--- config.mk ---
export PLATFORM = sky130hd
export DESIGN_NAME = div_unit
export DESIGN_NICKNAME = d
export VERILOG_FILES = /design/src/rtl/div_unit_pkg.sv /design/src/rtl/div_step.sv /design/src/rtl/div_unit.sv
export SDC_FILE = /design/constraint.sdc
export NUM_CORES = 1
export LEC_CHECK = 0
export CAP_MARGIN = 40
export CORE_MARGIN = 10
export CORE_UTILIZATION = 35
export CTS_BUF_LIST = sky130_fd_sc_hd__clkbuf_16
export CTS_CLUSTER_SIZE = 24
export DETAILED_ROUTE_END_ITERATION = 10
export PLACE_DENSITY = 0.62
export SYNTH_ARGS = -nofsm -noshare
export SYNTH_HDL_FRONTEND = slang
export SYNTH_HIERARCHICAL = 1
export SYNTH_SLANG_ARGS = --single-unit
--- constraint.sdc ---
create_clock -name clk -period 3.2 [get_ports clk]
set_clock_uncertainty 0.1 [all_clocks]
set_input_delay 0.32 -clock clk [delete_from_list [all_inputs] [get_ports clk]]
set_output_delay 0.32 -clock clk [all_outputs]
set_load 0.02 [all_outputs]
--- src/rtl/div_unit_pkg.sv ---
// div_unit_pkg: opcodes, iteration count and FSM encoding shared by the divider and hazard logic.
package div_unit_pkg;
    localparam logic [7:0] EXE_DIV_OP  = 8'b00011010;
    localparam logic [7:0] EXE_DIVU_OP = 8'b00011011;
    localparam int DIV_ITER = 32;
    typedef enum logic [1:0] {IDLE = 2'd0, DIVIDE = 2'd1, FIX = 2'd2} div_state_t;
endpackage

--- src/rtl/div_step.sv ---
// div_step: one radix-2 restoring iteration on {rem,quo} against an unsigned divisor.
module div_step #(parameter int WIDTH = 32) (
    input  logic [WIDTH-1:0] rem,
    input  logic [WIDTH-1:0] quo,
    input  logic [WIDTH-1:0] divisor,
    output logic [WIDTH-1:0] rem_next,
    output logic [WIDTH-1:0] quo_next
);
    logic [WIDTH:0] shifted;
    logic [WIDTH:0] trial;
    assign shifted  = {rem, quo[WIDTH-1]};
    assign trial    = shifted - {1'b0, divisor};
    // trial[WIDTH] is the borrow: set means the divisor did not fit
    assign rem_next = trial[WIDTH] ? shifted[WIDTH-1:0] : trial[WIDTH-1:0];
    assign quo_next = {quo[WIDTH-2:0], ~trial[WIDTH]};
endmodule

--- src/rtl/div_unit.sv ---
// div_unit: multi-cycle DIV/DIVU for the EX stage; restoring division on magnitudes,
// sign fix-up in FIX, result packed as {remainder, quotient}.
module div_unit
    import div_unit_pkg::*;
#(parameter int WIDTH = 32) (
    input  logic               clk,
    input  logic               resetn,
    input  logic [WIDTH-1:0]   a,
    input  logic [WIDTH-1:0]   b,
    input  logic [7:0]         alucontrol,
    input  logic               start,
    input  logic               annul,
    output logic               busy,
    output logic               result_ok,
    output logic [2*WIDTH-1:0] result
);
    div_state_t state, state_next;
    logic [WIDTH-1:0] rem, quo, dvs, rem_n, quo_n;
    logic [5:0] cnt;
    logic qsign, rsign, dz, sgn, go, last;
    assign sgn  = alucontrol == EXE_DIV_OP;
    assign go   = state == IDLE && start && !annul && (sgn || alucontrol == EXE_DIVU_OP);
    assign last = cnt == 6'(DIV_ITER - 1);
    assign busy = state != IDLE;
    div_step #(.WIDTH(WIDTH)) u_step (
        .rem(rem), .quo(quo), .divisor(dvs), .rem_next(rem_n), .quo_next(quo_n)
    );
    always_ff @(posedge clk or negedge resetn)
        if (!resetn) state <= IDLE;
        else         state <= state_next;
    always_comb begin
        state_next = state;
        state_next = annul ? IDLE :
                     state == IDLE   ? (go ? DIVIDE : IDLE) :
                     state == DIVIDE ? (last ? FIX : DIVIDE) : IDLE;
    end
    // Dividend magnitude lives in quo and shifts into rem one bit per iteration
    always_ff @(posedge clk or negedge resetn) begin
        if (!resetn) begin
            rem       <= '0;
            quo       <= '0;
            dvs       <= '0;
            cnt       <= '0;
            qsign     <= 1'b0;
            rsign     <= 1'b0;
            dz        <= 1'b0;
            result_ok <= 1'b0;
            result    <= '0;
        end else begin
            result_ok <= 1'b0;
            if (go) begin
                rem   <= '0;
                quo   <= sgn && a[WIDTH-1] ? -a : a;
                dvs   <= sgn && b[WIDTH-1] ? -b : b;
                qsign <= sgn && (a[WIDTH-1] ^ b[WIDTH-1]);
                rsign <= sgn && a[WIDTH-1];
                dz    <= b == '0;
                cnt   <= '0;
            end else if (state == DIVIDE && !annul) begin
                rem <= rem_n;
                quo <= quo_n;
                cnt <= cnt + 6'd1;
            end else if (state == FIX && !annul) begin
                // on divide-by-zero rem holds |a|, so re-applying the dividend sign restores a
                result    <= {rsign ? -rem : rem, qsign && !dz ? -quo : quo};
                result_ok <= 1'b1;
            end
        end
    end
endmodule

==> flow_results.org <==
** Run status
- Outcome :: complete, but fails checks
- The final reports fail on setup timing.

** Yosys
- Distinct cell type count of the synthesized netlist :: 82
- Counting every instance in the synthesized netlist gives ~1400.
- Sequential-to-total area share from yosys stat :: between 30 and 40%
- By area the synthesized netlist is led by dfrtp_1 (36%), o21ai_0 (5.8%), xor2_1 (5.7%).
- The largest total area in the synthesized netlist belongs to dfrtp_1.
- Mean post-synth cell area :: 8.74 µm²
- Synth warn :: 6
- Summed over its instances, the top area cell type makes up 36.0% of the synthesized netlist area.
- Synthesis produced a netlist with a net count of around 1500.
- Synthesized area :: roughly 0.012 mm²
- Most common flop cell mapped by yosys :: dfrtp_1
- Counting flops with an async set or reset pin after synthesis yields a share of 100%.
- In this run, synthesis produced a sequential element count of 172.
- In this run, synthesis inferred 0 flip-flops with an integrated enable.

** Worst setup path
- Together, buffers and inverters on the worst path number 2.
- Tracing the worst setup path back leads to its startpoint at quo[31].
- R2r startpoint :: quo[31]
- Setup slack, reg-to-reg :: -0.11 ns
- Worst path required time :: between 3 and 4 ns
- Register-to-Register Path Depth :: 15
- Traced cell by cell, the critical path runs through inv_1 -> ha_2 -> fa_2 -> and2b_1 -> o2111ai_2 -> a21oi_2 -> o211ai_2 -> a211oi_4 -> nor2_4 -> mux2i_4 -> and2_4 -> inv_8 -> mux2_4 -> mux2i_1 -> nor2_1.
- Worst Path Arrival :: between 3 and 4 ns
- The worst setup path is captured at a register.
- The critical path is of the register to register type.
- The critical path runs through a total of 15 cells.
- The worst register-to-register path ends at rem[8].
- The slowest stage of the critical path is the dfrtp_1 cell.
- Cell type group with the largest total delay on the critical path :: compound AO/OA/AOI/OAI gates
- The critical path ends at rem[8].
- The worst setup path is launched from a register.
- Along the worst path, the maximum fanout reaches 12.
- On the worst path, the slowest cell contributes a delay of 0.35 ns.

** Timing
- The worst path uses 103% of the clock period.
- The number of failing hold endpoints at the final stage came to 0.
- Relative slew slack :: 51.4%
- Worst-case setup margin in the final layout :: -0.109 ns
- Slew at the pin closest to its max-slew limit :: 0.730 ns
- Fin. max-slew vios :: 0
- The routed design could run at a clock period as short as 3.31 ns.
- Total setup violations reported at the end of the flow :: 23
- Peak clock frequency supported by timing :: ~300 MHz
- Setup total negative slack on the finished layout was measured at -1.92 ns.
- Setup repair after global routing could not meet its margin everywhere.

** Placed design
- Once detailed placement completed, the half-perimeter wirelength came to roughly 27 mm.
- Placer's final routability congestion estimate :: 0.884
- In this run, placement finished with an instance count of 1939.
- Number of buffer cells added on primary ports :: around 140

** Global routing
- Vias in the first global route :: 10109
- Overflow left after global routing :: 0
- First-pass GRT wire length :: roughly 56 mm
- The number of antenna violations at the first check in global routing was 2.
- Entering global routing, the biggest net connects just under 90 pins.
- Global routing usage summed across all routing layers :: roughly 16%

** CTS
- Clock-pin slew was measured on the worst setup and hold paths at 0.08 ns.
- Clock latency on the worst-skew pair, taken at its later pin, is 0.45 ns.
- The cell sitting at the root of the clock tree is a clkbuf_16.
- Clock sink count :: 172
- Num CTS Buffers :: 17
- TritonCTS built the clock tree.
- No sink is reached through more buffers than the 2 on the longest clock path.
- Deepest level of the CTS H-tree :: 4

** Finish
- Relative to the synthesized area, the layout overhead comes to 23.5%.
- In the final design database the tool counted roughly 1600 nets.
- The library cells used most frequently in the layout, excluding fill and tap cells, are dfrtp_1 (172), nand2_1 (151), clkdlybuf4s50_1 (140).
- Fraction of layout cells with a size suffix above 1 :: 12.2%
- The library cell used most frequently in the layout, excluding fill and tap cells, is dfrtp_1.
- Antenna diodes :: 0
- Post-Layout Cell Count :: 1978
- Final core occ :: 43.9%

** Detailed routing
- Vias :: 10327
- After detailed routing, the total wire length is 34.7 mm.
- For this block, the initial DRC count from the detailed router was 602.
- Router iterations before antenna repair :: 5
- After detailed routing, the number of vias per cell comes to 5.22.
- The detail route stage leaves a number of antenna-violating nets equal to 0.
- Post-route DRC :: 0
- Routed length per placed instance :: 17.6 µm

** Floorplanning
- Die area :: 0.0420 mm²
- Starting density of the core :: 35.6%
- The die is 205 µm wide.
- Pin placement for this block handled between 100 and 150 I/O pins.
- In this run the core area contains 67 standard-cell rows.
- The floorplan step set the die height to 205 µm.
- Core footprint :: 0.0336 mm²

** Pwr
- Pwr per Cell Area :: approximately 520 mW/mm²
- The analysis attributes to cell leakage a power of 6.47 nW.
- PnR Total Power :: 7.74 mW
- IR analysis of the VDD net gives a maximum drop of about 0.44 mV.

** Run
- Max-cap violations :: 0

** Worst hold path
- The worst hold path belongs to the class input pin to async pin.
==> worst min path at each step <==
stage	from	end	slack [ns]
floorplan	resetn	cnt[0]	-0.08
global placement	resetn	dvs[11]	0.22
detailed placement	resetn	dvs[11]	0.22
CTS	resetn	dvs[1]	0.30
global route	resetn	dvs[24]	0.37
finish	resetn	dvs[1]	0.30
==> area by class of cell <==
| cell class | count | area [µm²] |
|---|---|---|
| flip-flops and latches | 172 | 4300 |
| repair inverters | 1 | 11.3 |
| inverters | 56 | 223 |
| multi-input cells | 1043 | 7000 |
| well taps | 448 | 561 |
| clock buffers | 17 | 425 |
| repair buffers | 226 | 2090 |
| fillers | 3272 | 18800 |
| clock inverters | 15 | 160 |
==> power breakdown <==
part,leakage [nW],switching [mW],internal [mW]
Clock,0.286,0.945,1.16
Sequential,2.36,0.119,2.26
Combinational,3.82,1.61,1.64
Total,6.47,2.68,5.06
==> metal layers <==
layer / vias up / GRT usage (%) / share of wire, %
met3: 31 / 3.46 / 5.4
met5: - / 0 / 0.072
li1: 5115 / - / -
met1: 4919 / 23.6 / 50
met4: 4 / 4.52 / 1.3
met2: 258 / 24.5 / 44
==> timing repair <==
action / CTS / global route
pin swaps: 3 / 2
setup buffers: 1 / 4
hold endpoints to repair: 53 / 0
hold buffers: 1 / 0
gates cloned: 1 / 0
gates resized for setup: 7 / 23
setup endpoints to repair: 25 / 33
==> flip-flops by register name, summed over array words and instances, names as in the netlist <==
register / count
result_ok: 1
rsign: 1
dz: 1
state: 2
cnt: 6
qsign: 1
quo: 32
rem: 32
result: 64
dvs: 32
==> synthesized netlist by cell type (6+ instances only) <==
master      n
nor2b_1    31
o21ai_0   139
buf_4      31
mux2i_1    38
and3_1     13
dfrtp_1   172
nor4_1     11
buf_1       7
a21oi_1    87
or3_1       7
nand2_1   152
buf_2       7
nand4_1    18
a31oi_1    13
nand3_1    24
nand2b_1    6
and2_1      6
xor2_1     78
a211oi_1   30
ha_1       37
nor3_1     27
clkbuf_1   50
or4_1       7
o41ai_1    10
xnor2_1    62
a21o_1     15
mux2_4     19
inv_1      54
nor2_1     98
o31ai_1    25
==> cells by family (layout without fill, tap and decap cells) <==
group,count (synthesis),in the layout,share of synthesized area (%)
adder cells (fa/ha/maj),38,38,4.04
XOR/XNOR,140,140,10.2
flip-flops,172,172,36.0
multiplexers,62,62,6.13
AND/OR/NAND/NOR,439,439,18.4
buffers and inverters,154,315,6.35
AO/OA/AOI/OAI,364,364,18.9
==> per-stage QoR <==
step                      instance area (µm²)  hold slack [ns]  setup WS (ns)
after floorplan                         12000          -0.0756         -0.198
after global placement                  14000            0.217        -0.0937
after detailed placement                14000            0.217         -0.157
after CTS                               14700            0.305        -0.0816
after global routing                    14800            0.369         -0.260
final                                   14800            0.302         -0.109
Note: power is estimated with default switching activity, not from simulation.
